[src/rtl/reorder_buffer_if.sv]
// Bundle of issue, completion and commit signals around the reorder buffer.
// master: the pipeline side (issue/CDB drivers, commit consumers).
// slave:  the reorder buffer itself.
interface reorder_buffer_if #(
    parameter int TAG_W = 4
);
    // Global stall
    logic             rdy;

    // Issue / allocation
    logic             alloc_valid;
    logic [4:0]       alloc_rd;
    logic             alloc_wr_rd;
    logic             alloc_is_store;
    logic             alloc_is_branch;
    logic [31:0]      alloc_value;
    logic [TAG_W-1:0] alloc_tag;
    logic             rob_full;

    // Completion of simple instructions and CDB broadcasts
    logic             simple_ins_commit;
    logic [TAG_W-1:0] simple_ins_rename;
    logic             cdb_valid;
    logic [TAG_W-1:0] cdb_tag;
    logic [31:0]      cdb_value;
    logic             cdb_mispredict;
    logic [31:0]      cdb_target_pc;

    // Commit side
    logic             register_update_flag;
    logic [4:0]       register_commit_dest;
    logic [31:0]      register_commit_value;
    logic [TAG_W-1:0] rename_of_commit_ins;
    logic             store_commit_valid;
    logic [TAG_W-1:0] store_commit_tag;
    logic             register_flush;
    logic [31:0]      redirect_pc;

    modport master (
        output rdy,
        output alloc_valid, alloc_rd, alloc_wr_rd, alloc_is_store, alloc_is_branch, alloc_value,
        input  alloc_tag, rob_full,
        output simple_ins_commit, simple_ins_rename,
        output cdb_valid, cdb_tag, cdb_value, cdb_mispredict, cdb_target_pc,
        input  register_update_flag, register_commit_dest, register_commit_value,
        input  rename_of_commit_ins, store_commit_valid, store_commit_tag,
        input  register_flush, redirect_pc
    );

    modport slave (
        input  rdy,
        input  alloc_valid, alloc_rd, alloc_wr_rd, alloc_is_store, alloc_is_branch, alloc_value,
        output alloc_tag, rob_full,
        input  simple_ins_commit, simple_ins_rename,
        input  cdb_valid, cdb_tag, cdb_value, cdb_mispredict, cdb_target_pc,
        output register_update_flag, register_commit_dest, register_commit_value,
        output rename_of_commit_ins, store_commit_valid, store_commit_tag,
        output register_flush, redirect_pc
    );
endinterface

[src/rtl/reorder_buffer.sv]
// 16-entry circular reorder buffer: hands out rename tags at issue, collects
// results from simple-instruction completion and the CDB, and retires at most
// one instruction per cycle in program order. Retirement drives the register
// file commit port, releases stores, and raises a flush with a redirect PC
// when a mispredicted branch reaches the head.
module reorder_buffer #(
    parameter int ROB_DEPTH = 16,
    parameter int TAG_W     = 4
) (
    input  logic             clk,
    input  logic             rst,
    reorder_buffer_if.slave  bus
);
    localparam logic [TAG_W:0] DEPTH_CNT = (TAG_W + 1)'(ROB_DEPTH);

    // Entry control state (reset)
    logic [ROB_DEPTH-1:0] r_busy;
    logic [ROB_DEPTH-1:0] r_ready;

    // Entry payload (never reset; only meaningful while busy)
    logic [ROB_DEPTH-1:0] r_wr_rd;
    logic [ROB_DEPTH-1:0] r_is_store;
    logic [ROB_DEPTH-1:0] r_is_branch;
    logic [ROB_DEPTH-1:0] r_mispredict;
    logic [4:0]           r_rd     [ROB_DEPTH];
    logic [31:0]          r_value  [ROB_DEPTH];
    logic [31:0]          r_target [ROB_DEPTH];

    // Pointers and occupancy
    logic [TAG_W-1:0]     r_head;
    logic [TAG_W-1:0]     r_tail;
    logic [TAG_W:0]       r_count;
    logic                 r_full;

    // Registered commit outputs
    logic                 r_upd_flag;
    logic [4:0]           r_commit_dest;
    logic [31:0]          r_commit_value;
    logic [TAG_W-1:0]     r_commit_tag;
    logic                 r_store_valid;
    logic [TAG_W-1:0]     r_store_tag;
    logic                 r_flush;
    logic [31:0]          r_redirect_pc;

    // Per-cycle decisions, all taken from registered state
    logic                 w_commit;
    logic                 w_flush;
    logic                 w_alloc_acc;
    logic                 w_cdb_hit;
    logic                 w_simple_hit;
    logic [TAG_W:0]       w_count_next;

    // The head retires once it is busy and its result was registered as ready;
    // a result arriving this cycle is only seen next cycle.
    assign w_commit     = r_busy[r_head] && r_ready[r_head];
    assign w_flush      = w_commit && r_is_branch[r_head] && r_mispredict[r_head];
    // Allocation is refused while full and discarded on a flush cycle.
    assign w_alloc_acc  = bus.alloc_valid && !r_full && !w_flush;
    // Broadcasts to entries that are not in flight are dropped.
    assign w_cdb_hit    = bus.cdb_valid && r_busy[bus.cdb_tag];
    assign w_simple_hit = bus.simple_ins_commit && r_busy[bus.simple_ins_rename];
    assign w_count_next = r_count + {{TAG_W{1'b0}}, w_alloc_acc}
                                  - {{TAG_W{1'b0}}, w_commit};

    assign bus.alloc_tag             = r_tail;
    assign bus.rob_full              = r_full;
    assign bus.register_update_flag  = r_upd_flag;
    assign bus.register_commit_dest  = r_commit_dest;
    assign bus.register_commit_value = r_commit_value;
    assign bus.rename_of_commit_ins  = r_commit_tag;
    assign bus.store_commit_valid    = r_store_valid;
    assign bus.store_commit_tag      = r_store_tag;
    assign bus.register_flush        = r_flush;
    assign bus.redirect_pc           = r_redirect_pc;

    // Entry busy/ready flags, pointers and occupancy; a flush empties the buffer.
    // NOTE: sequential state uses non-blocking assignments so every read in this
    // cycle sees the pre-edge value, independent of statement order.
    always_ff @(posedge clk or posedge rst) begin
        if (rst) begin
            r_busy  <= '0;
            r_ready <= '0;
            r_head  <= '0;
            r_tail  <= '0;
            r_count <= '0;
            r_full  <= 1'b0;
        end else if (bus.rdy) begin
            if (w_flush) begin
                r_busy  <= '0;
                r_ready <= '0;
                r_head  <= '0;
                r_tail  <= '0;
                r_count <= '0;
                r_full  <= 1'b0;
            end else begin
                if (w_simple_hit) begin
                    r_ready[bus.simple_ins_rename] <= 1'b1;
                end
                if (w_cdb_hit) begin
                    r_ready[bus.cdb_tag] <= 1'b1;
                end
                if (w_commit) begin
                    r_busy[r_head]  <= 1'b0;
                    r_ready[r_head] <= 1'b0;
                    r_head          <= r_head + 1'b1;
                end
                // The tail entry is never busy when an allocation is accepted,
                // so it cannot collide with the completion updates above.
                if (w_alloc_acc) begin
                    r_busy[r_tail]  <= 1'b1;
                    r_ready[r_tail] <= 1'b0;
                    r_tail          <= r_tail + 1'b1;
                end
                r_count <= w_count_next;
                r_full  <= (w_count_next == DEPTH_CNT);
            end
        end
    end

    // Entry payload capture at allocation and at CDB completion.
    // NOTE: the payload arrays are deliberately left out of reset; busy/ready
    // gate every use, and resetting wide storage only costs routing.
    always_ff @(posedge clk) begin
        if (bus.rdy) begin
            if (w_alloc_acc) begin
                r_rd[r_tail]         <= bus.alloc_rd;
                r_wr_rd[r_tail]      <= bus.alloc_wr_rd;
                r_is_store[r_tail]   <= bus.alloc_is_store;
                r_is_branch[r_tail]  <= bus.alloc_is_branch;
                r_value[r_tail]      <= bus.alloc_value;
                r_mispredict[r_tail] <= 1'b0;
                r_target[r_tail]     <= '0;
            end
            if (w_cdb_hit) begin
                r_value[bus.cdb_tag]      <= bus.cdb_value;
                r_mispredict[bus.cdb_tag] <= bus.cdb_mispredict;
                r_target[bus.cdb_tag]     <= bus.cdb_target_pc;
            end
        end
    end

    // Registered commit port: one-cycle pulses describing the entry retired at this edge.
    always_ff @(posedge clk or posedge rst) begin
        if (rst) begin
            r_upd_flag     <= 1'b0;
            r_commit_dest  <= '0;
            r_commit_value <= '0;
            r_commit_tag   <= '0;
            r_store_valid  <= 1'b0;
            r_store_tag    <= '0;
            r_flush        <= 1'b0;
            r_redirect_pc  <= '0;
        end else if (bus.rdy) begin
            // A mispredicted JAL/JALR still writes its link register with the flush.
            r_upd_flag     <= w_commit && r_wr_rd[r_head] && (r_rd[r_head] != 5'd0);
            r_commit_dest  <= w_commit ? r_rd[r_head]    : 5'd0;
            r_commit_value <= w_commit ? r_value[r_head] : 32'd0;
            r_commit_tag   <= w_commit ? r_head          : '0;
            r_store_valid  <= w_commit && r_is_store[r_head];
            r_store_tag    <= (w_commit && r_is_store[r_head]) ? r_head : '0;
            r_flush        <= w_flush;
            r_redirect_pc  <= w_flush ? r_target[r_head] : 32'd0;
        end
    end
endmodule

[src/flat_wrapper.sv]
// flat-port wrapper written by rule: the top's interface ports become plain ports
module reorder_buffer_flat 
#(
    parameter int ROB_DEPTH = 16,
    parameter int TAG_W     = 4
)
  (clk, rst, bus_rdy, bus_alloc_valid, bus_alloc_rd, bus_alloc_wr_rd, bus_alloc_is_store, bus_alloc_is_branch, bus_alloc_value, bus_alloc_tag, bus_rob_full, bus_simple_ins_commit, bus_simple_ins_rename, bus_cdb_valid, bus_cdb_tag, bus_cdb_value, bus_cdb_mispredict, bus_cdb_target_pc, bus_register_update_flag, bus_register_commit_dest, bus_register_commit_value, bus_rename_of_commit_ins, bus_store_commit_valid, bus_store_commit_tag, bus_register_flush, bus_redirect_pc);
  reorder_buffer_if #(.TAG_W(TAG_W)) bus_i ();
  input  logic clk;
  input  logic rst;
  input wire logic [$bits(bus_i.rdy)-1:0] bus_rdy;
  input wire logic [$bits(bus_i.alloc_valid)-1:0] bus_alloc_valid;
  input wire logic [$bits(bus_i.alloc_rd)-1:0] bus_alloc_rd;
  input wire logic [$bits(bus_i.alloc_wr_rd)-1:0] bus_alloc_wr_rd;
  input wire logic [$bits(bus_i.alloc_is_store)-1:0] bus_alloc_is_store;
  input wire logic [$bits(bus_i.alloc_is_branch)-1:0] bus_alloc_is_branch;
  input wire logic [$bits(bus_i.alloc_value)-1:0] bus_alloc_value;
  output wire logic [$bits(bus_i.alloc_tag)-1:0] bus_alloc_tag;
  output wire logic [$bits(bus_i.rob_full)-1:0] bus_rob_full;
  input wire logic [$bits(bus_i.simple_ins_commit)-1:0] bus_simple_ins_commit;
  input wire logic [$bits(bus_i.simple_ins_rename)-1:0] bus_simple_ins_rename;
  input wire logic [$bits(bus_i.cdb_valid)-1:0] bus_cdb_valid;
  input wire logic [$bits(bus_i.cdb_tag)-1:0] bus_cdb_tag;
  input wire logic [$bits(bus_i.cdb_value)-1:0] bus_cdb_value;
  input wire logic [$bits(bus_i.cdb_mispredict)-1:0] bus_cdb_mispredict;
  input wire logic [$bits(bus_i.cdb_target_pc)-1:0] bus_cdb_target_pc;
  output wire logic [$bits(bus_i.register_update_flag)-1:0] bus_register_update_flag;
  output wire logic [$bits(bus_i.register_commit_dest)-1:0] bus_register_commit_dest;
  output wire logic [$bits(bus_i.register_commit_value)-1:0] bus_register_commit_value;
  output wire logic [$bits(bus_i.rename_of_commit_ins)-1:0] bus_rename_of_commit_ins;
  output wire logic [$bits(bus_i.store_commit_valid)-1:0] bus_store_commit_valid;
  output wire logic [$bits(bus_i.store_commit_tag)-1:0] bus_store_commit_tag;
  output wire logic [$bits(bus_i.register_flush)-1:0] bus_register_flush;
  output wire logic [$bits(bus_i.redirect_pc)-1:0] bus_redirect_pc;
  assign bus_i.rdy = bus_rdy;
  assign bus_i.alloc_valid = bus_alloc_valid;
  assign bus_i.alloc_rd = bus_alloc_rd;
  assign bus_i.alloc_wr_rd = bus_alloc_wr_rd;
  assign bus_i.alloc_is_store = bus_alloc_is_store;
  assign bus_i.alloc_is_branch = bus_alloc_is_branch;
  assign bus_i.alloc_value = bus_alloc_value;
  assign bus_alloc_tag = bus_i.alloc_tag;
  assign bus_rob_full = bus_i.rob_full;
  assign bus_i.simple_ins_commit = bus_simple_ins_commit;
  assign bus_i.simple_ins_rename = bus_simple_ins_rename;
  assign bus_i.cdb_valid = bus_cdb_valid;
  assign bus_i.cdb_tag = bus_cdb_tag;
  assign bus_i.cdb_value = bus_cdb_value;
  assign bus_i.cdb_mispredict = bus_cdb_mispredict;
  assign bus_i.cdb_target_pc = bus_cdb_target_pc;
  assign bus_register_update_flag = bus_i.register_update_flag;
  assign bus_register_commit_dest = bus_i.register_commit_dest;
  assign bus_register_commit_value = bus_i.register_commit_value;
  assign bus_rename_of_commit_ins = bus_i.rename_of_commit_ins;
  assign bus_store_commit_valid = bus_i.store_commit_valid;
  assign bus_store_commit_tag = bus_i.store_commit_tag;
  assign bus_register_flush = bus_i.register_flush;
  assign bus_redirect_pc = bus_i.redirect_pc;
  reorder_buffer #(.ROB_DEPTH(ROB_DEPTH), .TAG_W(TAG_W)) u_core (.clk(clk), .rst(rst), .bus(bus_i));
endmodule
[config.mk]
export PLATFORM = sky130hd
export DESIGN_NAME = reorder_buffer_flat
export DESIGN_NICKNAME = d
export VERILOG_FILES = /design/src/rtl/reorder_buffer_if.sv /design/src/rtl/reorder_buffer.sv /design/src/flat_wrapper.sv
export SDC_FILE = /design/constraint.sdc
export NUM_CORES = 2
export LEC_CHECK = 0
export ABC_AREA = 1
export ABC_CLOCK_PERIOD_IN_PS = 6700
export CORE_AREA = 2 2 493 495
export CTS_BUF_LIST = sky130_fd_sc_hd__clkbuf_8 sky130_fd_sc_hd__clkbuf_16
export DETAILED_ROUTE_END_ITERATION = 8
export DIE_AREA = 0 0 495 497
export PLACE_DENSITY = 0.41
export SLEW_MARGIN = 30
export SYNTH_ARGS = -nofsm -noshare
export SYNTH_HDL_FRONTEND = slang
export SYNTH_SLANG_ARGS = --single-unit
export TNS_END_PERCENT = 5
[constraint.sdc]
create_clock -name clk -period 6.7 [get_ports clk]
set_input_delay 0.67 -clock clk [delete_from_list [all_inputs] [get_ports clk]]
set_output_delay 0.67 -clock clk [all_outputs]
set_load 0.02 [all_outputs]
# Word level (Yosys, flattened, before mapping)
# Memories as Yosys holds them, arrays and structs flattened.
# Cells that the tools add are included.
dict set report totals {
  ff_bits 190
  mem_bits_rw 1104
  output_inout_bits 85
  memories 3
}
# memory words width rd rd_clocked_by_memory_dff write_ports line_no
set mem_list {}
lappend mem_list {u_core.r_target 16 32 1 0 2 reorder_buffer.sv:27} ;# logic [31:0] r_target [ROB_DEPTH];
lappend mem_list {u_core.r_value 16 32 1 0 2 reorder_buffer.sv:26} ;# logic [31:0] r_value [ROB_DEPTH];
lappend mem_list {u_core.r_rd 16 5 1 0 1 reorder_buffer.sv:25} ;# logic [4:0] r_rd [ROB_DEPTH];
dict set report op_classes {
  add_sub_neg 4
  order_cmp 8
  n_eq_ne 1
  n_mux 64
  bitwise_logic 9
  reduce_logical 22
}
# cell n
set op_table {}
lappend op_table {{$mux W16} 19}
lappend op_table {{$and A16 B16 Y16} 4}
lappend op_table {{$bwmux W16} 4}
lappend op_table {{$mux W32} 2}
lappend op_table {{$or A16 B16 Y16} 3}
lappend op_table {{$bmux W1 S4} 8}
lappend op_table {{$not A16 Y16} 2}
lappend op_table {{$mux W4} 6}
lappend op_table {{$lt A4 B5 Y1 const B} 4}
lappend op_table {{$mux W1} 19}
lappend op_table {{$demux W1 S4} 4}
lappend op_table {{$ge A4 B1 Y1 const B} 4}
lappend op_table {{$logic_and A1 B1 Y1} 14}
lappend op_table {{$mux W5} 2}
lappend op_table {{$add A4 B1 Y4 const B} 2}
lappend op_table {{$reduce_and A2 Y1} 3}
lappend op_table {{$add A5 B1 Y5} 1}
lappend op_table {{$eq A5 B5 Y1 const B} 1}
lappend op_table {{$reduce_bool A5 Y1} 1}
lappend op_table {{$sub A5 B1 Y5} 1}
lappend op_table {{$reduce_bool A2 Y1} 2}
lappend op_table {{$logic_not A1 Y1} 2}

# Depth between registers and ports, before layout
dict set report depth {
  word_depth 19
  depth_mapped 20
  depth_no_buf 18
}

# Worst setup path after synthesis
# No wires, ideal clock.
dict set report synth_timing {
  path_kind {flip-flop to flip-flop}
  start {register u_core.r_head[0]}
  end {memory u_core.r_target[0][0], enable pin}
  setup_time_ns 0.574
  arrival_ns 6.037
  required_time_ns 6.126
  setup_slack_ns 0.089
  path_stages_with_launch 14
  path_buffers 3
  cell_sequence {dfrtp_1 -> buf_4 -> buf_4 -> buf_4 -> nand2_1 -> nand3_1 -> nand2_1 -> nand2_1 -> nand2_1 -> nor2_1 -> and2_1 -> nand2_2 -> nand2_2 -> o21ai_0}
}
# element line_no
set synth_rtl {}
lappend synth_rtl {{start, declared} reorder_buffer.sv:30} ;# logic [TAG_W-1:0] r_head;
lappend synth_rtl {{start signal, assigned} reorder_buffer.sv:105} ;# r_head <= r_head + 1'b1;
lappend synth_rtl {{end, declared} reorder_buffer.sv:27}

==> results.md <==
- Status: complete, no violations
- PortBufs: between 200 and 250
- HP Class: input port to async pin
- Post-route ant nets: 0
- Synthesized instance count: between 6k and 7k
- Post-cts resize count: 0
- DRC Markers: 0
- Worst setup path start: u_core.r_head[0]$_DFFE_PP0P_
- Sink Count: approximately 1.3k
- Final Routed Wirelength: between 200 and 250 mm
- Pwr dens: roughly 390 nW/um^2
- Max Buffers Root-to-Sink: 3
- Worst path cell trace: inv_8 > nand2_1 > nand3_1 > nand2_1 > nand2_1 > nand2_1 > nor2_1 > nor2_2 > nand2_2 > nand2_2 > inv_2 > nand2_1 > nand2_4 > buf_4
- Yosys warning count: 0
- Post-synthesis instance area: roughly 60000 um^2
- Nature of the critical path endpoint: register
- Reg2Reg Setup Slack: between 1.5 and 2 ns
- Top-area cell type share of the netlist area: 0.586
- Top cell type by total area after synthesis: edfxtp_1
- DP HPWL: between 100 and 150 mm
- Worst-path clk slew: approximately 0.060 ns
- R2R Path End: u_core.r_target[10][0]$_SDFFCE_PN0P_
- Drt wl/cell: around 24 um
- Most frequent cell after synthesis: nand2_1
- Largest stage delay, worst path: ~0.72 ns
- IO Count: 204
- GPL Wtd Cong: about 0.88
- Fraction of registers with async set/reset: 0.0974
- Fillers: roughly 25k
- Area contributors post-synth: edfxtp_1 (59%), nand2_1 (11%), o21ai_0 (5.4%)
- Fin. Hold Viols: 0
- Hold Buf Count CTS: 0
- FF-to-FF Start: u_core.r_head[0]$_DFFE_PP0P_
- Max frequency: slightly above 200 MHz
- Clock Skews: 0.0433 ns
- Worst endpoint required time: between 7 and 8 ns
- Top delay family on crit path: simple AND/OR/NAND/NOR gates
- Worst path slowest cell: inv_8
- Core area: 240000 um^2
- Register area share after synthesis: 0.639
- Vias post-DR: approximately 45k
- Final cell count without fillers: a little over 9k
- First-pass GRT wire length: about 330 mm
- Post-layout min period: between 4 and 5 ns
- CP max FO: between 100 and 150
- Endpoints failing setup: 0
- Vias per cell: 4.86
- Post-Route Setup TNS: 0 ns
- Most used cell, CP: nand2_1
- Detailed Route Iter0 Violations: just over 4k
- Least-Margin Pin Slew: 1.05 ns
- Insertion delay to the later sink of the worst-skew pair: ~0.81 ns
- GR Overflow Total: 0
- Slew HR: 0.302
- Syn nets: around 6.2k
- Clk root buf: clkbuf_16
- Drt pass-1 iters: 6
- Lkg Pwr: 0.0263 uW
- EDFF count, synth: around 1.2k
- Maximum vdd drop: ~0.28 mV
- Final Core Density: 0.292
- CTS tree: built
- Initial Utilization: 0.249
- FP Rows: 180
- Final period util: 0.726
- Area delta synth->final: 17.0%
- Final #Nets: slightly above 6k
- Die W: between 400 and 500 um
- Max cap viols: 0
- RSZ-0062 raised after global routing: no
- R2R cell count: 14
- Pins Over Slew Limit: 0
- Worst path buffer plus inverter count: 3
- Vias in the first global route: roughly 44k
- GRT Total Usage: 0.180
- Dpl cells: around 9k
- Synth Area per Inst: just under 10 um^2
- Primary FF master, synth: edfxtp_1
- Cell variety after synth: 33
- Arrival time at the worst endpoint: about 5.3 ns
- Flops & latches, synth: 1294
- Postcts setup bufs: 0
- Startpoint Class: register
- CTS buffer count: about 160
- Fraction of layout cells with a size suffix above 1: 0.0643
- Pin count of the biggest net entering global routing: 182
- Die area: ~250000 um^2
- Initial antenna violation count: 8
- Die Ht: a little under 500 um
- Power Total: between 20000 and 30000 uW
- Critical path depth in cells: 14
- Htree depth: 4
- Setup CP Type: register to register
- Synth top cells by count: nand2_1 (1777), edfxtp_1 (1168), nor2_1 (672)
- Critical Path Sink: u_core.r_target[10][0]$_SDFFCE_PN0P_
==> registers in the layout, summed over array words and instances, names as in the netlist, 5 cells and up <==
name                              count
u_core.r_rd                          80
u_core.r_busy                        16
u_core.r_ready                       16
u_core.r_count                        5
u_core.bus.register_commit_dest       5
u_core.r_target                     512
u_core.bus.register_commit_value     32
u_core.r_is_store                    16
u_core.r_is_branch                   16
u_core.r_wr_rd                       16
u_core.r_value                      512
u_core.r_mispredict                  16
u_core.bus.redirect_pc               32
==> worst min path at each step <==
stage | end | from
floorplan | u_core.r_busy[4]$_DFFE_PP0P_ | u_core.r_busy[4]$_DFFE_PP0P_
global route | u_core.r_count[3]$_DFFE_PP0P_ | rst
finish | u_core.r_count[3]$_DFFE_PP0P_ | rst
CTS | u_core.r_count[4]$_DFFE_PP0P_ | rst
detailed placement | u_core.r_ready[4]$_DFFE_PP0P_ | u_core.r_ready[4]$_DFFE_PP0P_
global placement | u_core.r_ready[12]$_DFFE_PP0P_ | u_core.r_ready[12]$_DFFE_PP0P_
==> layer usage <==
metal	vias up	part of all wire	wire, um	track usage
met5	-	0.000040	9	0
met4	2	0.017	3800	0.0351
met3	227	0.047	10600	0.0236
met2	1227	0.48	110000	0.303
met1	22821	0.45	103000	0.248
li1	20867	-	-	-
==> per-stage QoR <==
stage,worst slack (ns),hold slack [ns],cell area [um^2]
detailed placement,1.91,0.465,64800
global route,1.53,0.389,70100
global placement,1.92,0.465,64800
floorplan,0.0891,0.441,59900
finish,1.83,0.347,70100
CTS,1.87,0.401,70000
==> power by group <==
| group | leakage [uW] | switching (uW) | internal [uW] |
|---|---|---|---|
| logic | 0.0112 | 6090 | 2520 |
| registers | 0.0123 | 391 | 9400 |
| clock network | 0.00270 | 3620 | 4990 |
==> cells in the final DEF (no fill, tap or decap), types with 12 or more instances in the layout <==
cell and count:
clkinv_1 18, clkinv_2 31, o211ai_1 14, a32oi_1 64, nand2_4 21, nand3_1 151
nand2_1 1756, nand4_1 27, a22oi_1 68, o21ai_0 644, clkdlybuf4s50_1 202, nor2_1 665
o2111ai_1 12, a21oi_1 339, dfrtp_1 124, inv_1 210, clkbuf_16 164, buf_12 16
o22ai_1 79, buf_4 69, edfxtp_1 1168, ha_1 13, a32o_1 132
==> area by class of cell <==
type	instances	area (um^2)	share of cell area
Tap cell	3185	3990	0.0569
Timing Repair Buffer	295	2980	0.0425
Clock buffer	175	4260	0.0607
Clock inverter	118	927	0.0132
Sequential cell	1294	38200	0.546
Antenna cell	2	5.00	0.0000714
Inverter	183	713	0.0102
Multi-Input combinational cell	4033	19000	0.271
==> logic make-up (layout without fill, tap and decap cells) <==
logic type,count (synthesis),count (layout),share of synthesized area
xor+xnor,7,7,0.00102
flops,1294,1294,0.639
simple gates,2647,2647,0.171
fa+ha+maj,14,14,0.00305
compound gates,1365,1365,0.135
buf+inv,738,771,0.0506
other cells,0,2,0
Power figures use the tool's default switching activity.
